[config.mk]
export PLATFORM = sky130hd
export DESIGN_NAME = vram_write_buffer_flat
export DESIGN_NICKNAME = d
export VERILOG_FILES = /design/src/rtl/vram_write_buffer_if.sv /design/src/rtl/vram_write_buffer.sv /design/src/flat_wrapper.sv
export SDC_FILE = /design/constraint.sdc
export NUM_CORES = 1
export LEC_CHECK = 0
export BUFFER_PORTS_ARGS = -buffer_cell sky130_fd_sc_hd__buf_4
export CAP_MARGIN = 20
export CORE_MARGIN = 3
export CORE_UTILIZATION = 55
export CTS_CLUSTER_DIAMETER = 60
export DETAILED_ROUTE_END_ITERATION = 16
export MAX_ROUTING_LAYER = met4
export PLACE_DENSITY = 0.73
export REMOVE_ABC_BUFFERS = 1
export SLEW_MARGIN = 20
export SYNTH_ARGS = -nofsm -noshare
export SYNTH_HDL_FRONTEND = slang
export SYNTH_SLANG_ARGS = --single-unit
[constraint.sdc]
create_clock -name clk -period 10.1 [get_ports clk]
set_input_delay 1.01 -clock clk [delete_from_list [all_inputs] [get_ports clk]]
set_output_delay 1.01 -clock clk [all_outputs]
set_load 0.02 [all_outputs]
[src/rtl/vram_write_buffer_if.sv]
// Avalon-MM slave-side bus bundle for the VRAM posted-write buffer.
// The host drives the master modport and the buffer sits on the slave modport.
interface vram_write_buffer_if #(
  parameter int ADDR_W = 12,
  parameter int DATA_W = 32
);
  logic [ADDR_W-1:0] address;
  logic [DATA_W-1:0] writedata;
  logic              write;
  logic              read;
  logic              chipselect;
  logic              waitrequest;
  logic [DATA_W-1:0] readdata;

  modport master (
    output address, writedata, write, read, chipselect,
    input  waitrequest, readdata
  );

  modport slave (
    input  address, writedata, write, read, chipselect,
    output waitrequest, readdata
  );
endinterface

[src/rtl/vram_write_buffer.sv]
// Posted-write FIFO: absorbs host writes at bus rate and replays them to the
// VRAM address decoder one per cycle while drain_en permits.
module vram_write_buffer #(
  parameter int DEPTH  = 8,
  parameter int ADDR_W = 12,
  parameter int DATA_W = 32
) (
  input  logic               clk,
  input  logic               reset,
  vram_write_buffer_if.slave bus,
  input  logic               drain_en,
  output logic [ADDR_W-1:0]  dec_addr,
  output logic [DATA_W-1:0]  dec_write_data,
  output logic               dec_chip_select
);
  localparam int PTR_W = $clog2(DEPTH);
  localparam int CNT_W = PTR_W + 1;
  localparam logic [CNT_W-1:0] FULL_CNT = CNT_W'(DEPTH);

  logic [ADDR_W-1:0] addr_mem_r [DEPTH];
  logic [DATA_W-1:0] data_mem_r [DEPTH];
  logic [PTR_W-1:0]  wr_ptr_r;
  logic [PTR_W-1:0]  rd_ptr_r;
  logic [CNT_W-1:0]  count_r;
  logic [ADDR_W-1:0] dec_addr_r;
  logic [DATA_W-1:0] dec_data_r;
  logic              dec_cs_r;
  logic [DATA_W-1:0] readdata_r;

  logic full_s;
  logic empty_s;
  logic push_s;
  logic pop_s;
  logic status_rd_s;

  // Handshake decode; a push is refused while full even if a pop frees a slot
  always_comb begin
    full_s      = (count_r == FULL_CNT);
    empty_s     = (count_r == {CNT_W{1'b0}});
    push_s      = bus.chipselect & bus.write & ~full_s;
    pop_s       = ~empty_s & drain_en;
    status_rd_s = bus.chipselect & bus.read & ~bus.write;
  end

  assign bus.waitrequest = full_s;
  assign bus.readdata    = readdata_r;
  assign dec_addr        = dec_addr_r;
  assign dec_write_data  = dec_data_r;
  assign dec_chip_select = dec_cs_r;

  // Pointer and occupancy tracking; pointers wrap naturally at DEPTH
  always_ff @(posedge clk or posedge reset) begin
    if (reset) begin
      wr_ptr_r <= {PTR_W{1'b0}};
      rd_ptr_r <= {PTR_W{1'b0}};
      count_r  <= {CNT_W{1'b0}};
    end else begin
      if (push_s) begin
        wr_ptr_r <= wr_ptr_r + PTR_W'(1);
      end
      if (pop_s) begin
        rd_ptr_r <= rd_ptr_r + PTR_W'(1);
      end
      case ({push_s, pop_s})
        2'b10:   count_r <= count_r + CNT_W'(1);
        2'b01:   count_r <= count_r - CNT_W'(1);
        default: count_r <= count_r;
      endcase
    end
  end

  // Entry storage; contents need no reset because count gates every read
  always_ff @(posedge clk) begin
    if (push_s) begin
      addr_mem_r[wr_ptr_r] <= bus.address;
      data_mem_r[wr_ptr_r] <= bus.writedata;
    end
  end

  // Decoder outputs are zeroed on every non-pop cycle so no stale address lingers
  always_ff @(posedge clk or posedge reset) begin
    if (reset) begin
      dec_addr_r <= {ADDR_W{1'b0}};
      dec_data_r <= {DATA_W{1'b0}};
      dec_cs_r   <= 1'b0;
    end else if (pop_s) begin
      dec_addr_r <= addr_mem_r[rd_ptr_r];
      dec_data_r <= data_mem_r[rd_ptr_r];
      dec_cs_r   <= 1'b1;
    end else begin
      dec_addr_r <= {ADDR_W{1'b0}};
      dec_data_r <= {DATA_W{1'b0}};
      dec_cs_r   <= 1'b0;
    end
  end

  // Status word: fill level captured at the read cycle, held until the next read
  always_ff @(posedge clk or posedge reset) begin
    if (reset) begin
      readdata_r <= {DATA_W{1'b0}};
    end else if (status_rd_s) begin
      readdata_r <= DATA_W'(count_r);
    end else begin
      readdata_r <= readdata_r;
    end
  end
endmodule
[src/flat_wrapper.sv]
// flat-port wrapper written by rule: the top's interface ports become plain ports
module vram_write_buffer_flat 
#(
  parameter int DEPTH  = 8,
  parameter int ADDR_W = 12,
  parameter int DATA_W = 32
)
  (clk, reset, drain_en, dec_addr, dec_write_data, dec_chip_select, bus_address, bus_writedata, bus_write, bus_read, bus_chipselect, bus_waitrequest, bus_readdata);
  vram_write_buffer_if #(.ADDR_W(ADDR_W), .DATA_W(DATA_W)) bus_i ();
  input  logic clk;
  input  logic reset;
  input  logic drain_en;
  output logic [ADDR_W-1:0] dec_addr;
  output logic [DATA_W-1:0] dec_write_data;
  output logic dec_chip_select;
  input wire logic [$bits(bus_i.address)-1:0] bus_address;
  input wire logic [$bits(bus_i.writedata)-1:0] bus_writedata;
  input wire logic [$bits(bus_i.write)-1:0] bus_write;
  input wire logic [$bits(bus_i.read)-1:0] bus_read;
  input wire logic [$bits(bus_i.chipselect)-1:0] bus_chipselect;
  output wire logic [$bits(bus_i.waitrequest)-1:0] bus_waitrequest;
  output wire logic [$bits(bus_i.readdata)-1:0] bus_readdata;
  assign bus_i.address = bus_address;
  assign bus_i.writedata = bus_writedata;
  assign bus_i.write = bus_write;
  assign bus_i.read = bus_read;
  assign bus_i.chipselect = bus_chipselect;
  assign bus_waitrequest = bus_i.waitrequest;
  assign bus_readdata = bus_i.readdata;
  vram_write_buffer #(.DEPTH(DEPTH), .ADDR_W(ADDR_W), .DATA_W(DATA_W)) u_core (.clk(clk), .reset(reset), .bus(bus_i), .drain_en(drain_en), .dec_addr(dec_addr), .dec_write_data(dec_write_data), .dec_chip_select(dec_chip_select));
endmodule
Word level (Yosys, flattened, before mapping):

Memory sizes are Yosys's and may differ from the RTL's.
Index checks and enable logic that the tools add are counted.

* memory bits (writable): 352
* memories kept: 2
* output and inout bits: 78
* flip-flop bits (word level): 59
* word-level logic and storage cells: 32

* multiplexer cells: 6
* reductions and logical operators: 2
* bitwise gates (word level): 8
* $add $sub $neg: 4
* equal/unequal tests: 3

Memory list
* u_core.data_mem_r: depth 8, bits a word 32, read ports 1, clocked after memory_dff 0, wr ports 1, RTL line vram_write_buffer.sv:21 `logic [DATA_W-1:0] data_mem_r [DEPTH];`
* u_core.addr_mem_r: depth 8, bits a word 12, read ports 1, clocked after memory_dff 0, wr ports 1, RTL line vram_write_buffer.sv:20 `logic [ADDR_W-1:0] addr_mem_r [DEPTH];`

Operators by type and width (count)
* 32-bit 2-to-1 mux: 1
* 12-bit 2-to-1 mux: 1
* 4-bit one-hot mux with 2 select lines: 1
* 3-bit by 1-bit adder with 3-bit output (second input constant): 2
* 1-bit AND: 5
* 4-bit by 1-bit adder with 4-bit output (second input constant): 1
* 4-bit equality test (second input constant): 1
* 4-bit logical NOT: 1
* 4-bit by 1-bit subtractor with 4-bit output (second input constant): 1
* 1-bit 2-to-1 mux: 3
* 1-bit NOT: 3
* 2-bit by 1-bit equality test with 1-bit output (second input constant): 1
* 2-bit equality test (second input constant): 1
* 2-bit nonzero test: 1

Logic depth before layout (Yosys ltp):

* depth in word-level cells: 5
* gate-level depth with buffers: 11
* depth with buffers taken out: 10

Worst setup path after synthesis:

No wires, ideal clock.

* path kind: input port to flip-flop
* start point: input bus_chipselect
* end point: memory u_core.addr_mem_r[1][0], enable pin
* arrival time: 4.561 ns
* setup time: 0.500 ns
* required time: 9.600 ns
* stages: 4
* setup slack: 5.039 ns
* cell sequence: nand2_1 a21oi_1 nand2_1 nor3_1

* longest elaborated chain between the ends: 4

RTL lines
* start: declaration: RTL line flat_wrapper.sv:20 `input wire logic [$bits(bus_i.chipselect)-1:0] bus_chipselect;`
* 1-bit AND (2 in a row): RTL line vram_write_buffer.sv:40 `push_s = bus.chipselect & bus.write & ~full_s;`
* 1-bit 2-to-1 mux: RTL line vram_write_buffer.sv:74 `if (push_s) begin`
* 1-bit 2-to-1 mux (implied by the code): RTL line vram_write_buffer.sv:75 `addr_mem_r[wr_ptr_r] <= bus.address;`
* end: declaration: RTL line vram_write_buffer.sv:20

Every way passes these cells.

Final worst setup path:

* start point: register u_core.count_r[1]
* end point: register u_core.count_r[3]

* longest elaborated chain between the ends: 5

RTL lines
* start: declaration: RTL line vram_write_buffer.sv:24 `logic [CNT_W-1:0] count_r;`
* start signal: assignment: RTL line vram_write_buffer.sv:56 `count_r <= {CNT_W{1'b0}};`
* start signal: assignment: RTL line vram_write_buffer.sv:65 `2'b10: count_r <= count_r + CNT_W'(1);`
* start signal: assignment: RTL line vram_write_buffer.sv:66 `2'b01: count_r <= count_r - CNT_W'(1);`
* 4-bit logical NOT (*): RTL line vram_write_buffer.sv:39 `empty_s = (count_r == {CNT_W{1'b0}});`
* 1-bit NOT (*): RTL line vram_write_buffer.sv:41 `pop_s = ~empty_s & drain_en;`
* 1-bit AND (*): RTL line vram_write_buffer.sv:41
* named net u_core.pop_s: RTL line vram_write_buffer.sv:33 `logic pop_s;`
* 2-bit by 1-bit equality test with 1-bit output or 2-bit equality test (tied branches): RTL line vram_write_buffer.sv:64 `case ({push_s, pop_s})`
* 4-bit one-hot mux with 2 select lines or 2-bit nonzero test (tied branches)

Mark *: on every way through the listed nets, which the timed path passes. The rest lies on a longest branch.
A chain may end at the register's enable or synchronous reset.

==> impl_metrics.toml <==
[run_status]
outcome = "complete, no violations"

[worst_setup_path]
cp_slowest_cell = "a2111oi_0"
timing.rr.start = "u_core.count_r[1]$_DFFE_PP0P_"
path_max_fanout = 47
end_kind = "flop"
arrival_ns = 3.83
worstSetupPathType = "reg2reg"
rr_worst_depth = 9
cp_top_family = "simple AND/OR/NAND/NOR gates"
timing.reg2reg.setup_slack_ns = 6.65
crit_required_ns = 10.48
cp_slowest_stage_delay_ns = 0.68
cp_num_cells = 9
reg2reg_to = "u_core.count_r[3]$_DFFE_PP0P_"
critical_path.startpoint = "u_core.count_r[1]$_DFFE_PP0P_"
crit_buf_inv = 2
cp_cell_sequence = "or3_1, o21ai_4, buf_4, inv_1, ha_1, nand3b_1, a2111oi_0, nor3_1, xnor2_1"
worstSetupStartpointType = "flop"

[run]
maxCapViolations = 0

[global_route]
grt-ovfl-total = 0
grt_first_pass_wirelength_mm = 45.6
grt_pass1_vias = 7557
grt_antenna_before_repair = 1
grt_max_degree = 70
grtUsageTotal = 0.204

[sta]
maxClockFrequency_mhz = 290
rsz0062_at_grt = "no"
worst_pin_slew_ns = 1.02
period_share = 0.342
min_period_ns = 3.45
setup-violations-final = 0
worst_clock_skew_ns = 0.0238
slew_headroom = 0.320
hold_violations = 0
setup_tns_ns = 0
hold_slack_ns = 0.348
worst_slack_ns = 6.65
slew_viol_final = 0

[route]
viasPerCell = 5.71
drcViolationCount = 0
vias = 7057
drt-total-wl_mm = 29.0
wl_met1_mm = 12.5
final_antenna_net_count = 0
wl_met2_mm = 14.1
drt_iter0_drc = 643
highest_layer = "met4"
wl_per_cell_um = 23.5
dr.pass1.iters = 5
dr_wl_met3_mm = 1.89

[floorplan]
num_rows = 60
fp.dieH_um = 174
ioPinCount = 128
fp.coreArea_um2 = 27300
dieArea_um2 = 30100
die_w_um = 174
start_util = 0.567

[finish]
fillers = 1819
nets = 884
drive_gt1_frac = 0.321
syn2layout_area_growth_pct = 15.4
fin_area_um2 = 17800

[logic_synthesis]
seq_area_frac_synth = 0.780
ys_ff_latch = 411
yosysWarnings = 0
ys_types = 30
synthCells = 704
synth.avg_cell_area_um2 = 21.9
synthesis.area_um2 = 15400

[cts]
clock_path_buffers = 3
cts_tree = "done"
post_cts_resized = 0
htreeDepth = 2
cts_hold_buf = 0
cts_buffers = 42
clock-sinks = 411
cts_setup_buffers = 0
cts_root_buf = "clkbuf_16"
clock_latency_ns = 0.53
clk_pin_slew_ns = 0.06

[placed_design]
post-dp-hpwl_mm = 15.7
place_area_um2 = 16500
io_buffers = 99
dp_slack_ns = 6.64
gp_congestion = 0.763

[power]
ir_worst_vdd_mv = 0.202
powerDensity_nw_per_um2 = 275
p_leak_uw = 0.00626
power_uw = 4910

[worst_hold_path]
hp-class = "in2async"
[worst max-delay path by stage]
stage	to	slack, ns
finish	u_core.count_r[3]$_DFFE_PP0P_	6.65
global placement	u_core.data_mem_r[2][17]$_DFFE_PP_	6.79
global route	u_core.count_r[3]$_DFFE_PP0P_	6.51
CTS	u_core.count_r[3]$_DFFE_PP0P_	6.78
detailed placement	u_core.count_r[3]$_DFFE_PP0P_	6.64
floorplan	u_core.addr_mem_r[1][0]$_DFFE_PP_	5.04
[per-stage QoR]
stage,util,std cells
6_report,0.654,1235
5_1_grt,0.654,1235
2_1_floorplan,-,672
3_3_place_gp,0.606,1157
4_1_cts,0.654,1234
3_5_place_dp,0.606,1157
[layout make-up]
class / count / area, um^2 / area share
Clock buffer: 59 / 1190 / 0.0665
Inverter: 3 / 12.5 / 0.000702
Multi-Input combinational cell: 258 / 3140 / 0.176
Tap cell: 372 / 465 / 0.0261
Clock inverter: 18 / 118 / 0.00660
Antenna cell: 1 / 2.50 / 0.000140
Sequential cell: 411 / 12100 / 0.676
Timing Repair Buffer: 113 / 848 / 0.0476
[routing by layer]
metal  track usage  vias to the layer above
met1         0.288                     3731
li1              -                     3020
met3        0.0401                       44
met2         0.316                      262
met4        0.0446                        0
met5             -                        -
[cell families (layout without fill, tap and decap cells)]
family,after synthesis,after routing,share of synthesized area
compound gates,4,4,0.00154
xor+xnor,9,9,0.00510
fa+ha+maj,5,5,0.00405
buf+inv,62,193,0.0275
flops,411,411,0.780
mux,138,138,0.161
other cells,1,29,0.000243
simple gates,74,74,0.0203
[sequential cells by signal, indices dropped and copies added, names as in the netlist]
register	flops
u_core.wr_ptr_r	3
u_core.dec_addr	12
u_core.bus.readdata	4
u_core.dec_chip_select	1
u_core.dec_write_data	32
u_core.count_r	4
u_core.addr_mem_r	96
u_core.data_mem_r	256
u_core.rd_ptr_r	3
[worst register-to-register path: stages, from the launching register on]
cell	delay, ns
dfrtp_1	0.45
or3_1	0.44
o21ai_4	0.13
buf_4	0.54
inv_1	0.24
ha_1	0.29
nand3b_1	0.20
a2111oi_0	0.68
nor3_1	0.17
xnor2_1	0.17
[power by group]
group | total, uW | internal [uW] | switching (uW)
clock network | 1450 | 846 | 602
registers | 2290 | 2070 | 218
logic | 1170 | 600 | 567
total | 4910 | 3520 | 1390
[placed cells by master (no fill, tap or decap)]
| cell | count |
|---|---|
| edfxtp_1 | 352 |
| buf_4 | 113 |
| mux4_2 | 88 |
| dfrtp_1 | 56 |
| nor2_1 | 45 |
| mux2i_1 | 44 |
| clkbuf_16 | 43 |
| conb_1 | 28 |
| clkbuf_1 | 11 |
| clkinv_1 | 9 |
| nand2_1 | 8 |
| nor2_4 | 6 |
| mux2_2 | 6 |
| clkinv_2 | 5 |
| xnor2_1 | 5 |
| ha_1 | 5 |
| clkbuf_8 | 5 |
| xor2_1 | 4 |
| nand2b_1 | 4 |
| inv_6 | 3 |
| dfrtp_4 | 3 |
| nor3_1 | 2 |
| a21oi_1 | 2 |
| nor3_2 | 2 |
| inv_1 | 2 |
| nand3b_1 | 2 |
| diode_2 | 1 |
| or3_1 | 1 |
| o21ai_4 | 1 |
| and2_1 | 1 |
| a2111oi_0 | 1 |
| nand3_1 | 1 |
| nor4_1 | 1 |
| nor4b_1 | 1 |
| clkinvlp_4 | 1 |
| bufinv_16 | 1 |
[synthesized netlist by cell type]
cell type    n  area [um^2]
edfxtp_1   352        10600
mux4_2      88         1980
dfrtp_1     59         1480
nor2_1      51          191
mux2i_1     44          440
buf_4       29          218
buf_2       15         75.1
nand2_1      8         30.0
clkbuf_1     7         26.3
mux2_2       6         67.6
buf_6        5         56.3
ha_1         5         62.6
xnor2_1      5         43.8
nand2b_1     4         25.0
nor3_1       4         20.0
xor2_1       4         35.0
inv_1        3         11.3
a21oi_1      2         10.0
nand3b_1     2         15.0
a2111oi_0    1         8.76
and2_1       1         6.26
buf_1        1         3.75
buf_12       1         20.0
buf_8        1         15.0
conb_1       1         3.75
nand3_1      1         5.00
nor4_1       1         6.26
nor4b_1      1         8.76
o21ai_1      1         5.00
or3_1        1         6.26
No activity file was read; power rests on OpenSTA's default activity.
